### config.mk
export PLATFORM = sky130hd
export DESIGN_NAME = mips_alu
export DESIGN_NICKNAME = d
export VERILOG_FILES = /design/src/rtl/mips_pkg.sv /design/src/rtl/alu_shifter.sv /design/src/rtl/mips_alu.sv
export SDC_FILE = /design/constraint.sdc
export NUM_CORES = 1
export LEC_CHECK = 0
export BUFFER_PORTS_ARGS = -buffer_cell sky130_fd_sc_hd__clkbuf_2
export CAP_MARGIN = 5
export CORE_UTILIZATION = 40
export CTS_BUF_LIST = sky130_fd_sc_hd__clkbuf_8 sky130_fd_sc_hd__clkbuf_16
export CTS_CLUSTER_SIZE = 8
export DETAILED_ROUTE_END_ITERATION = 7
export PLACE_DENSITY = 0.69
export SYNTH_ARGS = -nofsm -noshare
export SYNTH_HDL_FRONTEND = slang
export SYNTH_SLANG_ARGS = --single-unit
### constraint.sdc
create_clock -name clock -period 6.49 [get_ports clock]
set_input_delay 0.9735 -clock clock [delete_from_list [all_inputs] [get_ports clock]]
set_output_delay 0.9735 -clock clock [all_outputs]
set_load 0.03 [all_outputs]
### src/rtl/mips_pkg.sv
// Shared MIPS-I encodings for the ALU: opcodes, funct codes, flag bit indices.
package mips_pkg;

  localparam int unsigned WORD_W = 32;

  // Primary opcodes
  localparam logic [5:0] OP_RTYPE  = 6'b000000;
  localparam logic [5:0] OP_REGIMM = 6'b000001;
  localparam logic [5:0] OP_J      = 6'b000010;
  localparam logic [5:0] OP_JAL    = 6'b000011;
  localparam logic [5:0] OP_BEQ    = 6'b000100;
  localparam logic [5:0] OP_BNE    = 6'b000101;
  localparam logic [5:0] OP_BLEZ   = 6'b000110;
  localparam logic [5:0] OP_BGTZ   = 6'b000111;
  localparam logic [5:0] OP_ADDI   = 6'b001000;
  localparam logic [5:0] OP_ADDIU  = 6'b001001;
  localparam logic [5:0] OP_SLTI   = 6'b001010;
  localparam logic [5:0] OP_SLTIU  = 6'b001011;
  localparam logic [5:0] OP_ANDI   = 6'b001100;
  localparam logic [5:0] OP_ORI    = 6'b001101;
  localparam logic [5:0] OP_XORI   = 6'b001110;
  localparam logic [5:0] OP_LUI    = 6'b001111;

  // Loads occupy a contiguous range; stores are a sparse set
  localparam logic [5:0] OP_LOAD_LO = 6'b100000;
  localparam logic [5:0] OP_LOAD_HI = 6'b100110;
  localparam logic [5:0] OP_SB      = 6'b101000;
  localparam logic [5:0] OP_SH      = 6'b101001;
  localparam logic [5:0] OP_SWL     = 6'b101010;
  localparam logic [5:0] OP_SW      = 6'b101011;
  localparam logic [5:0] OP_SWR     = 6'b101110;

  // REGIMM rt selectors
  localparam logic [4:0] RT_BLTZ = 5'b00000;
  localparam logic [4:0] RT_BGEZ = 5'b00001;

  // R-type funct codes
  localparam logic [5:0] F_SLL  = 6'b000000;
  localparam logic [5:0] F_SRL  = 6'b000010;
  localparam logic [5:0] F_SRA  = 6'b000011;
  localparam logic [5:0] F_SLLV = 6'b000100;
  localparam logic [5:0] F_SRLV = 6'b000110;
  localparam logic [5:0] F_SRAV = 6'b000111;
  localparam logic [5:0] F_JR   = 6'b001000;
  localparam logic [5:0] F_ADD  = 6'b100000;
  localparam logic [5:0] F_ADDU = 6'b100001;
  localparam logic [5:0] F_SUB  = 6'b100010;
  localparam logic [5:0] F_SUBU = 6'b100011;
  localparam logic [5:0] F_AND  = 6'b100100;
  localparam logic [5:0] F_OR   = 6'b100101;
  localparam logic [5:0] F_XOR  = 6'b100110;
  localparam logic [5:0] F_NOR  = 6'b100111;
  localparam logic [5:0] F_SLT  = 6'b101010;
  localparam logic [5:0] F_SLTU = 6'b101011;

  // Flag vector bit positions
  localparam int unsigned FLG_BR  = 0;
  localparam int unsigned FLG_NEG = 1;
  localparam int unsigned FLG_OVF = 2;
  localparam int unsigned FLG_W   = 3;

  typedef enum logic [1:0] {
    SH_LEFT   = 2'd0,
    SH_LRIGHT = 2'd1,
    SH_ARIGHT = 2'd2
  } shift_mode_e;

endpackage

### src/rtl/alu_shifter.sv
// Combinational barrel shifter: left, logical right, arithmetic right.
module alu_shifter
  import mips_pkg::*;
(
  input  logic [WORD_W-1:0] value,
  input  logic [4:0]        amount,
  input  shift_mode_e       mode,
  output logic [WORD_W-1:0] shifted_c
);

  // Select the shift direction/fill; amount 0 passes value through
  always_comb begin
    shifted_c = value;
    case (mode)
      SH_LEFT:   shifted_c = value << amount;
      SH_LRIGHT: shifted_c = value >> amount;
      SH_ARIGHT: shifted_c = WORD_W'($signed(value) >>> amount);
      default:   shifted_c = value;
    endcase
  end

endmodule

### src/rtl/mips_alu.sv
// Registered MIPS-I integer ALU: decodes the instruction word, produces result and flags.
module mips_alu
  import mips_pkg::*;
#(
  parameter int unsigned WIDTH = 32
) (
  input  logic             clock,
  input  logic             reset,
  input  logic             enable,
  input  logic [31:0]      instruction,
  input  logic [WIDTH-1:0] reg_a,
  input  logic [WIDTH-1:0] reg_b,
  output logic [WIDTH-1:0] result,
  output logic [FLG_W-1:0] flags
);

  logic [5:0]  opcode;
  logic [5:0]  funct;
  logic [4:0]  rt;
  logic [4:0]  shamt;
  logic [15:0] imm;
  logic        unused_rs;

  logic [WIDTH-1:0] sum, diff, shifted;
  logic             add_ovf, sub_ovf, lt_s, lt_u;
  logic [4:0]       sh_amt;
  shift_mode_e      sh_mode;

  logic [WIDTH-1:0] result_d, result_q;
  logic [FLG_W-1:0] flags_d, flags_q;
  logic             br_d, ovf_d;

  assign opcode    = instruction[31:26];
  assign rt        = instruction[20:16];
  assign imm       = instruction[15:0];
  assign shamt     = instruction[10:6];
  assign funct     = instruction[5:0];
  assign unused_rs = ^instruction[25:21];

  // Shared arithmetic; overflow only when operand signs agree with each other but not the result
  assign sum     = reg_a + reg_b;
  assign diff    = reg_a - reg_b;
  assign add_ovf = (reg_a[WIDTH-1] == reg_b[WIDTH-1]) && (sum[WIDTH-1] != reg_a[WIDTH-1]);
  assign sub_ovf = (reg_a[WIDTH-1] != reg_b[WIDTH-1]) && (diff[WIDTH-1] != reg_a[WIDTH-1]);
  assign lt_s    = $signed(reg_a) < $signed(reg_b);
  assign lt_u    = reg_a < reg_b;

  // Variable shifts take their amount from rs, fixed shifts from shamt
  always_comb begin
    sh_amt  = shamt;
    sh_mode = SH_LEFT;
    if (funct == F_SLLV || funct == F_SRLV || funct == F_SRAV) sh_amt = reg_a[4:0];
    if (funct == F_SRL || funct == F_SRLV) sh_mode = SH_LRIGHT;
    if (funct == F_SRA || funct == F_SRAV) sh_mode = SH_ARIGHT;
  end

  alu_shifter u_shifter (
    .value     (reg_b),
    .amount    (sh_amt),
    .mode      (sh_mode),
    .shifted_c (shifted)
  );

  // Operation decode; anything unlisted yields zero result and flags
  always_comb begin
    result_d = '0;
    br_d     = 1'b0;
    ovf_d    = 1'b0;
    case (opcode)
      OP_RTYPE: begin
        case (funct)
          F_ADD:  begin result_d = sum;  ovf_d = add_ovf; end
          F_ADDU: result_d = sum;
          F_SUB:  begin result_d = diff; ovf_d = sub_ovf; end
          F_SUBU: result_d = diff;
          F_AND:  result_d = reg_a & reg_b;
          F_OR:   result_d = reg_a | reg_b;
          F_XOR:  result_d = reg_a ^ reg_b;
          F_NOR:  result_d = ~(reg_a | reg_b);
          F_SLT:  result_d = WIDTH'(lt_s);
          F_SLTU: result_d = WIDTH'(lt_u);
          F_SLL, F_SRL, F_SRA, F_SLLV, F_SRLV, F_SRAV: result_d = shifted;
          F_JR:   result_d = '0;
          default: result_d = '0;
        endcase
      end
      OP_ADDI:  begin result_d = sum; ovf_d = add_ovf; end
      OP_ADDIU: result_d = sum;
      OP_SLTI:  result_d = WIDTH'(lt_s);
      OP_SLTIU: result_d = WIDTH'(lt_u);
      OP_ANDI:  result_d = reg_a & WIDTH'(imm);
      OP_ORI:   result_d = reg_a | WIDTH'(imm);
      OP_XORI:  result_d = reg_a ^ WIDTH'(imm);
      OP_LUI:   result_d = WIDTH'({imm, 16'h0000});
      OP_BEQ:   begin result_d = diff; br_d = (reg_a == reg_b); end
      OP_BNE:   begin result_d = diff; br_d = (reg_a != reg_b); end
      OP_BLEZ:  begin result_d = diff; br_d = reg_a[WIDTH-1] || (reg_a == '0); end
      OP_BGTZ:  begin result_d = diff; br_d = !reg_a[WIDTH-1] && (reg_a != '0); end
      OP_REGIMM: begin
        result_d = diff;
        if (rt == RT_BLTZ)      br_d = reg_a[WIDTH-1];
        else if (rt == RT_BGEZ) br_d = !reg_a[WIDTH-1];
      end
      OP_SB, OP_SH, OP_SWL, OP_SW, OP_SWR: result_d = sum;
      OP_J, OP_JAL: result_d = '0;
      default: begin
        if (opcode >= OP_LOAD_LO && opcode <= OP_LOAD_HI) result_d = sum;
      end
    endcase
    flags_d          = '0;
    flags_d[FLG_BR]  = br_d;
    flags_d[FLG_NEG] = result_d[WIDTH-1];
    flags_d[FLG_OVF] = ovf_d;
  end

  // Output register: synchronous active-low reset beats enable
  always_ff @(posedge clock) begin
    if (!reset) begin
      result_q <= '0;
      flags_q  <= '0;
    end else if (enable) begin
      result_q <= result_d;
      flags_q  <= flags_d;
    end
  end

  assign result = result_q;
  assign flags  = flags_q;

endmodule

---- After elaboration in Yosys (flattened, before gate mapping) ----
Index checks and enable logic that the tools add are counted.
storage, ports and cells
  flip-flop bits (word level) ............. 35
  bits in latches ......................... 0
  RAM bits ................................ 0
  bits in read-only memories .............. 0
  output and inout bits ................... 35
  logic and storage cells ................. 96
  memories kept ........................... 0
cells by class
  add/subtract/negate cells ............... 2
  multipliers ............................. 0
  div/mod/pow operators ................... 0
  order comparisons ....................... 4
  equal/unequal tests ..................... 44
  shift operators ......................... 3
  multiplexer cells ....................... 12
  bitwise operators ....................... 7
  reduce and logical (&&, ||, !) cells .... 22
operators by type and width
  kind                                                              number
  32-bit one-hot mux with 10 select lines                           1
  32-bit one-hot mux with 9 select lines                            1
  32-bit one-hot mux with 3 select lines                            1
  6-bit == test (second input constant)                             15
  32-bit less-than comparator                                       2
  6-bit by 4-bit == test with 1-bit output (second input constant)  8
  6-bit by 3-bit == test with 1-bit output (second input constant)  7
  32-bit adder                                                      1
  32-bit by 16-bit AND with 32-bit output                           1
  32-bit AND                                                        1
  32-bit == test                                                    1
  32-bit logical NOT                                                1
  32-bit 2-to-1 mux                                                 1
  32-bit inequality test                                            1
  32-bit inverter                                                   1
  32-bit by 16-bit OR with 32-bit output                            1
  32-bit OR                                                         1
  32-bit nonzero test                                               1
  32-bit by 5-bit left shift with 32-bit output                     1
  32-bit by 5-bit right shift with 32-bit output                    1
  32-bit by 5-bit >>> shifter with 32-bit output                    1
  32-bit subtractor                                                 1
  32-bit by 16-bit XOR with 32-bit output                           1
  32-bit XOR                                                        1
  other kinds (24)                                                  42

---- Logic depth before layout (Yosys ltp) ----
Gate-level depths: netlist of the first run.
  depth after elaboration ................. 8
  gate-level depth with buffers ........... 15
  depth with buffers taken out ............ 13

---- Modules after synthesis ----
A second synthesis of the first run with hierarchy kept.
unflattened totals
  cell total of the unflattened synthesis .. 1,787
  area, all modules ....................... 12,901.1 µm²
by module, submodules not included
  module       times used  cells each  area an instance (µm²)  seq. area each (µm²)
  mips_alu     1           1,196       8,445.6                 680.7
  alu_shifter  1           591         4,455.5                 0.0

---- Least setup slack after synthesis of the first run ----
OpenSTA, ideal clock, no wires.
  path type ............................... input port to flip-flop
  from .................................... input port reg_a[17]
  to ...................................... register result_q[29] (netlist: result[29])
  library setup time ...................... 74 ps
  data arrival time ....................... 3,582 ps
  data required time ...................... 6,416 ps
  path slack .............................. 2,834 ps
  stages on the path ...................... 12
  buffers on the path ..................... 1
  cell sequence ........................... inv_1 > ha_1 > clkbuf_1 > or3_1 > or4_1 > nand2b_1 > o2111ai_1 > a31oi_1 > o21ai_1 > or4b_1 > o311a_1 > a31oi_1
between the ends
  cells in the longest elaborated chain, start to end .. 3
ends and longest elaborated chain
  element                                                                             RTL line                         text
  start: declaration                                                                  mips_alu.sv:11                   input logic [WIDTH-1:0] reg_a,
  32-bit subtractor / 32-bit adder (equally long branches)                            mips_alu.sv:42, mips_alu.sv:41
  32-bit one-hot mux with 9 select lines / 32-bit 2-to-1 mux (equally long branches)  mips_alu.sv:71, mips_alu.sv:107
  32-bit one-hot mux with 10 select lines (*)                                         mips_alu.sv:69                   case (opcode)
  end signal: assignment                                                              mips_alu.sv:122                  result_q <= result_d;
  end: declaration                                                                    mips_alu.sv:29                   logic [WIDTH-1:0] result_d, result_q;
Every way passes the cells marked *; elsewhere a longest branch is shown, timed or not.
A chain may end at the register's enable or synchronous reset.

---- Worst setup path after layout of the first run ----
  from .................................... input port reg_b[16]
  to ...................................... register result_q[28] (netlist: result[28])
between the ends
  cells in the longest elaborated chain, start to end .. 4
ends and longest elaborated chain
  element                                                                    RTL line        text
  start: declaration                                                         mips_alu.sv:12  input logic [WIDTH-1:0] reg_b,
  parallel branches: the longest is 3 deep, another holds 32-bit subtractor  -
  32-bit one-hot mux with 10 select lines (*)                                mips_alu.sv:69
Every way passes the cells marked *.

==> results of run 1 <==
worst max path at each step:
stage	from	endpoint	slack, ps	cells past startpoint
after detailed placement	reg_b[16]	result[28]$_SDFFE_PN0P_	1360	12
after CTS	reg_b[16]	result[28]$_SDFFE_PN0P_	1640	12
after floorplan	reg_a[17]	result[29]$_SDFFE_PN0P_	2830	12
after global routing	instruction[5]	result[15]$_SDFFE_PN0P_	1360	13
after global placement	reg_b[16]	result[28]$_SDFFE_PN0P_	1340	12
final	reg_b[16]	result[28]$_SDFFE_PN0P_	1300	12
synthesized netlist by cell type, types with 11 or more instances:
library cell,n
o211ai_1,29
nand2b_1,39
o2111ai_1,12
nor2_1,155
dfxtp_1,34
o31ai_1,20
a211oi_1,29
o22ai_1,27
nand2_1,205
o21ai_0,118
o221ai_1,22
inv_1,118
mux2_2,12
nand4_1,18
xnor2_1,68
a31oi_1,38
a21oi_1,168
nor3_1,43
nor2b_1,16
mux2i_1,123
ha_1,128
a21o_1,17
clkbuf_1,102
a221o_1,16
a22oi_1,26
nand3_1,52
a221oi_1,22
buf_2,37
a21boi_0,11
a2111oi_0,26
nor4_1,17
a311oi_1,38
cells by family (layout without fill, tap and decap cells):
family,Yosys count,count (layout)
compound gates,727,727
xor+xnor,78,78
fa+ha+maj,130,130
buf+inv,281,334
flops,34,34
mux,141,141
simple gates,590,590
flip-flops by register name, indices dropped and copies added (netlist names):
name / cells
flags: 3
result: 31
critical path, cell delays in order:
cell,delay [ps]
clkbuf_2,280
inv_1,280
ha_1,530
inv_1,180
nor3_1,800
nor2b_1,250
o211ai_1,280
a211oi_1,560
o221ai_1,350
xnor2_1,200
a221oi_1,510
a31oi_1,150
power by group through the flow:
stage / Clock, mW / Sequential, mW / Combinational (mW)
3_5_place_dp: 0 / 0.243 / 1.27
3_3_place_gp: 0 / 0.243 / 1.27
2_1_floorplan: 0 / 0.268 / 0.782
4_1_cts: 0.324 / 0.238 / 1.28
6_report: 0.326 / 0.238 / 1.34
5_1_grt: 0.329 / 0.239 / 1.40
cell type report:
| type | instances | area [µm²] | share of cell area (%) |
|---|---|---|---|
| timing repair buffer | 204 | 1210 | 8.23 |
| clock buffer | 5 | 125 | 0.849 |
| inverter | 122 | 458 | 3.11 |
| multi-input combinational | 1666 | 11700 | 79.1 |
| tap | 442 | 553 | 3.75 |
| sequential | 34 | 681 | 4.62 |
| clock inverter | 3 | 45.0 | 0.306 |
per-layer routing:
metal,vias to the layer above,wire (µm)
li1,7534,-
met1,8431,32400
met3,239,10000
met4,0,5650
met2,1342,33000
met5,-,0
==> key figures, run 1 <==
STA
  • Max Clk Rate: 193 MHz
  • Min Tclk post-route: 5190 ps
  • Unrepaired setup endpoints after global routing: no
  • Endpoints failing setup: 0
  • Final period util: 79.9%
  • Hold_ws: 494 ps
  • Worst slew pin tran: 1200 ps
  • Final worst slack: 1300 ps
  • Final TNS setup: 0 ps
  • Skew final: 0 ps
  • Slew HR: 19.6%
  • Final Hold Viols: 0
  • Slew Limit Fails: 0

Power
  • Leak: 6.17 nW
  • VDD IR max: 127 µV
  • Logic pwr share: 70.4%
  • Internal: 0.832 mW
  • Seq pwr share: 12.5%
  • Power density over the cells: 129 nW/µm²
  • Switching Share: 56.3%
  • Clk pwr share: 17.1%
  • Total Power: 1.90 mW
  • Sw power: 1.07 mW

Yosys
  • Mapped cell area: 13,400 µm²
  • Post-synth top area cell: ha_1
  • Ys flop type: dfxtp_1
  • FF+latch count, synth: 34
  • Syn Inst Count: 1,981
  • Area contributors post-synth: ha_1 (12%), mux2i_1 (9.2%), a21oi_1 (6.3%), nand2_1 (5.7%), dfxtp_1 (5.1%)
  • Yosys cell types: 89
  • Post-synthesis adder-cell area fraction: 12.2%
  • Async S/R FF share, synth: 0%
  • Post-synthesis xor/xnor area fraction: 5.09%
  • Avg Synthesized Cell Area: 6.78 µm²
  • Post-synth top area share: 11.9%
  • Mux cell area share after synthesis: 11.2%
  • Synth Area in Simple Gates: 20.3%
  • Register area share after synthesis: 5.07%
  • Yosys warns: 0
  • Complex-gate fraction of the synthesized area: 37.6%
  • Net Count, Synth: 2,210
  • Largest family of logic cells by synthesized area: compound AO/OA/AOI/OAI gates
  • Post-synth EDFFs: 0

Placement
  • Number of port buffers: 128
  • Placement Setup Slack: 1360 ps
  • Placed insts: 2,468
  • GPL Wtd Cong: 1.04
  • Post-DP Area: 14,600 µm²
  • Hpwl dp: 63.0 mm

GRT
  • Met1 GRT Util: 61.7%
  • Pin count of the biggest net entering global routing: 56
  • Initial antenna violation count: 1
  • Number of global-route vias before repair: 15,900
  • Global routing met3 resource utilization: 11.5%
  • GRT Residual Overflow: 0
  • First-pass GRT wire length: 115 mm
  • GRT Overall Usage: 46.5%
  • Met2 GRT Util: 67.6%
  • GR peak layer: met2

Worst setup path
  • CP Capture Type: register
  • Crit Reg-Reg Startpoint: result[0]$_SDFFE_PN0P_
  • Worst endpoint data arrival time: 5360 ps
  • Critical path required time: 6660 ps
  • Worst reg2reg path endpoint: result[0]$_SDFFE_PN0P_
  • Worst Path Max Fanout: 7
  • Reg2reg setup slack: 5330 ps
  • Cell count of the worst reg-to-reg path: 3
  • CP Launch Type: primary input
  • Crit path kind: in2reg

CTS
  • CTS tree: built
  • Htree depth: 2
  • CTS sink cnt: 34
  • Hold_buf cts: 0
  • Clock latency on the worst-skew pair: 320 ps
  • Post-CTS Setup Bufs: 0
  • Clock slew at reported path FFs: 80 ps
  • Total CTS buffers: 5
  • Resize count post-CTS: 0
  • Clk buf depth: 2
  • Clock root cell: clkbuf_16

Floorplanning
  • Die Y: 185 µm
  • Die Width: 185 µm
  • Die area: 34,300 µm²
  • IO Count: 134
  • Area of the core: 32,800 µm²
  • Initial Util: 41.0%
  • FP Rows: 66

Cells and area
  • P&R area growth vs syn: 9.72%
  • Finished Layout Cells: 2,476
  • Most common cell after layout, fill and taps aside: nand2_1
  • Share of layout cells above drive strength 1: 13.6%
  • N_diodes: 0
  • Final nets: 2,262
  • Most frequent cells in the layout: nand2_1 (203), a21oi_1 (168), nor2_1 (155)
  • Util after Layout: 45.0%
  • Design area: 14,700 µm²
  • Filler cells: 3,518

Drt
  • Remaining antenna violation count: 0
  • Vias/cell: 7.09
  • # DRC: 0
  • Drt initial violations: 2,238
  • Total wire length: 81.1 mm
  • Via count: 17,500
  • Routed wire per std cell: 32.7 µm
  • 1st-pass router iterations: 6

Outcome
  • Status: finished, final reports clean

Min path
  • Hold depth: 2
  • Hold path start: flags[0]$_SDFFE_PN0P_
  • Worst hold path endpoint: flags[0]$_SDFFE_PN0P_
  • Worst hold path type: reg2reg

Job
  • Maxcap violations: 0
No activity file was read; power rests on OpenSTA's default activity.
==> inputs of run 2 (changes only) <==
- clock period: 6.49 -> 5 ns (I/O delays scaled with it)
==> run 2 against run 1 <==
Against the previous run:
- clock-buffer cell count rose by 1
- clock skew did not move
- first-iteration DRC count rose by 11%
- final cell count rose by 2.6%
- global-route usage rose by 0.97 points
- routed wire length rose by 2.2%
- sequential power rose by 31%
- worst setup slack got worse by 780 ps
- die area did not move
- critical endpoint is now result[24]$_SDFFE_PN0P_
==> key figures, run 2 (synthesis gave the netlist of run 1 again) <==
Outcome
  • Status: finished, final reports clean

CTS
  • Clock slew at reported path FFs: 70 ps
  • Htree depth: 2
  • Clock latency on the worst-skew pair: 300 ps
  • Total CTS buffers: 5
  • CTS tree: built
  • CTS sink cnt: 34
  • Clk buf depth: 2
  • Post-CTS Setup Bufs: 0
  • Resize count post-CTS: 0
  • Hold_buf cts: 0
  • Clock root cell: clkbuf_16

Worst setup path
  • Crit-path cells: clkbuf_2, ha_1, fa_1, a21o_1, nand4_1, a31oi_1, o211ai_1, a31oi_1, a211oi_1, o21ai_0, nand2b_1, a31oi_1, o221a_2
  • Worst endpoint data arrival time: 4720 ps
  • Critical path required time: 5250 ps
  • CP Capture Type: register
  • Crit path kind: in2reg
  • Critical path's slowest cell: o211ai_1
  • Worst Path Max Fanout: 8
  • Critical path's largest stage delay: 560 ps
  • CP dominant cell by count: a31oi_1
  • CP Launch Type: primary input

Floorplanning
  • Die Width: 185 µm
  • Die area: 34,300 µm²
  • Area of the core: 32,800 µm²
  • Initial Util: 41.0%
  • Die Y: 185 µm
  • FP Rows: 66
  • IO Count: 134

Min path
  • Worst hold path type: reg2reg

Cells and area
  • Multi-input gate area: 11,700 µm²
  • Max reg flops: 31
  • Seq. cell area: 681 µm²
  • Final nets: 2,326
  • Most frequent cells in the layout: nand2_1 (203), a21oi_1 (168), nor2_1 (155)
  • P&R area growth vs syn: 13.3%
  • Most common cell after layout, fill and taps aside: nand2_1
  • Share of layout cells above drive strength 1: 16.2%
  • Filler cells: 3,467

STA
  • Hold_ws: 482 ps
  • Worst slew pin tran: 1170 ps
  • Final period util: 89.5%
  • Endpoints failing setup: 0
  • Final worst slack: 523 ps
  • Final Hold Viols: 0
  • Max Clk Rate: 223 MHz
  • Min Tclk post-route: 4480 ps
  • Slew Limit Fails: 0
  • Final TNS setup: 0 ps
  • Skew final: 0 ps
  • Unrepaired setup endpoints after global routing: no
  • Slew HR: 21.7%

Drt
  • Total wire length: 82.9 mm
  • Via count: 17,900
  • # DRC: 0
  • Vias/cell: 7.03
  • Routed wire per std cell: 32.6 µm
  • Drt initial violations: 2,485
  • 1st-pass router iterations: 6
  • Remaining antenna violation count: 0

Power
  • Clk pwr share: 14.2%
  • Internal: 1.09 mW
  • Sw power: 1.39 mW
  • Power density over the cells: 163 nW/µm²
  • VDD IR max: 121 µV
  • Logic pwr share: 73.2%
  • Switching Share: 56.2%
  • Seq pwr share: 12.6%
  • Leak: 6.49 nW

GRT
  • Pin count of the biggest net entering global routing: 44
  • First-pass GRT wire length: 117 mm
  • Number of global-route vias before repair: 16,200
  • Initial antenna violation count: 5
  • GRT Overall Usage: 47.5%
  • GRT Residual Overflow: 0

Placement
  • GPL Wtd Cong: 1.05
  • Number of port buffers: 128
  • Placement Setup Slack: 495 ps
  • Hpwl dp: 66.3 mm

Job
  • Maxcap violations: 0
-- run 2: cell count changes in the layout (fill, tap and decap cells not counted), sizes merged --
cell      change
buf          +64
bufinv        -1
clkbuf        +1
clkinv        +1
clkinvlp      -1
diode         +1
-- run 2: metrics by stage --
step,utilization (%),cell area (µm²),power [mW],cells
after floorplan,-,13400,1.36,1981
after global placement,45.9,15100,2.04,2532
after detailed placement,45.9,15100,2.05,2532
after CTS,46.4,15200,2.39,2540
after global routing,46.4,15200,2.56,2541
final,46.4,15200,2.48,2541
-- run 2: path summary, 6_finish.rpt --
kind | startpoint | end | slack (ps) | cells after the start
hold / removal | flags[0]$_SDFFE_PN0P_ | flags[0]$_SDFFE_PN0P_ | 480 | 2
setup reg to reg | result[7]$_SDFFE_PN0P_ | result[7]$_SDFFE_PN0P_ | 3790 | 5
hold reg to reg | flags[0]$_SDFFE_PN0P_ | flags[0]$_SDFFE_PN0P_ | 480 | 2
setup / recovery | reg_a[0] | result[24]$_SDFFE_PN0P_ | 520 | 13
-- run 2: area by class of cell --
cell class	instances	share of cell area [%]
Tap cell	442	3.63
Inverter	122	3.01
Multi-Input combinational cell	1666	76.7
Clock buffer	6	0.913
Sequential cell	34	4.47
Clock inverter	2	0.0822
Antenna cell	1	0.0164
Timing Repair Buffer	268	11.2
-- run 2: critical path: cells and delay by family --
| family | cells | cell delay, ps |
|---|---|---|
| fa+ha+maj | 2 | 880 |
| simple gates | 2 | 290 |
| buf+inv | 1 | 250 |
| compound gates | 8 | 2530 |
-- run 2: layer usage --
layer / global-route usage, % / vias to the layer above / part of all wire, %
li1: - / 7659 / -
met4: 28.8 / 8 / 7.5
met2: 68.1 / 1444 / 40
met5: 2.07 / - / 0.16
met3: 11.1 / 275 / 12
met1: 63.5 / 8488 / 40
-- run 2: power by group through the flow --
| stage | clock network (mW) | logic [mW] | registers [mW] |
|---|---|---|---|
| detailed placement | 0 | 1.73 | 0.317 |
| global route | 0.358 | 1.89 | 0.313 |
| floorplan | 0 | 1.01 | 0.348 |
| CTS | 0.346 | 1.74 | 0.311 |
| global placement | 0 | 1.72 | 0.317 |
| finish | 0.354 | 1.82 | 0.312 |
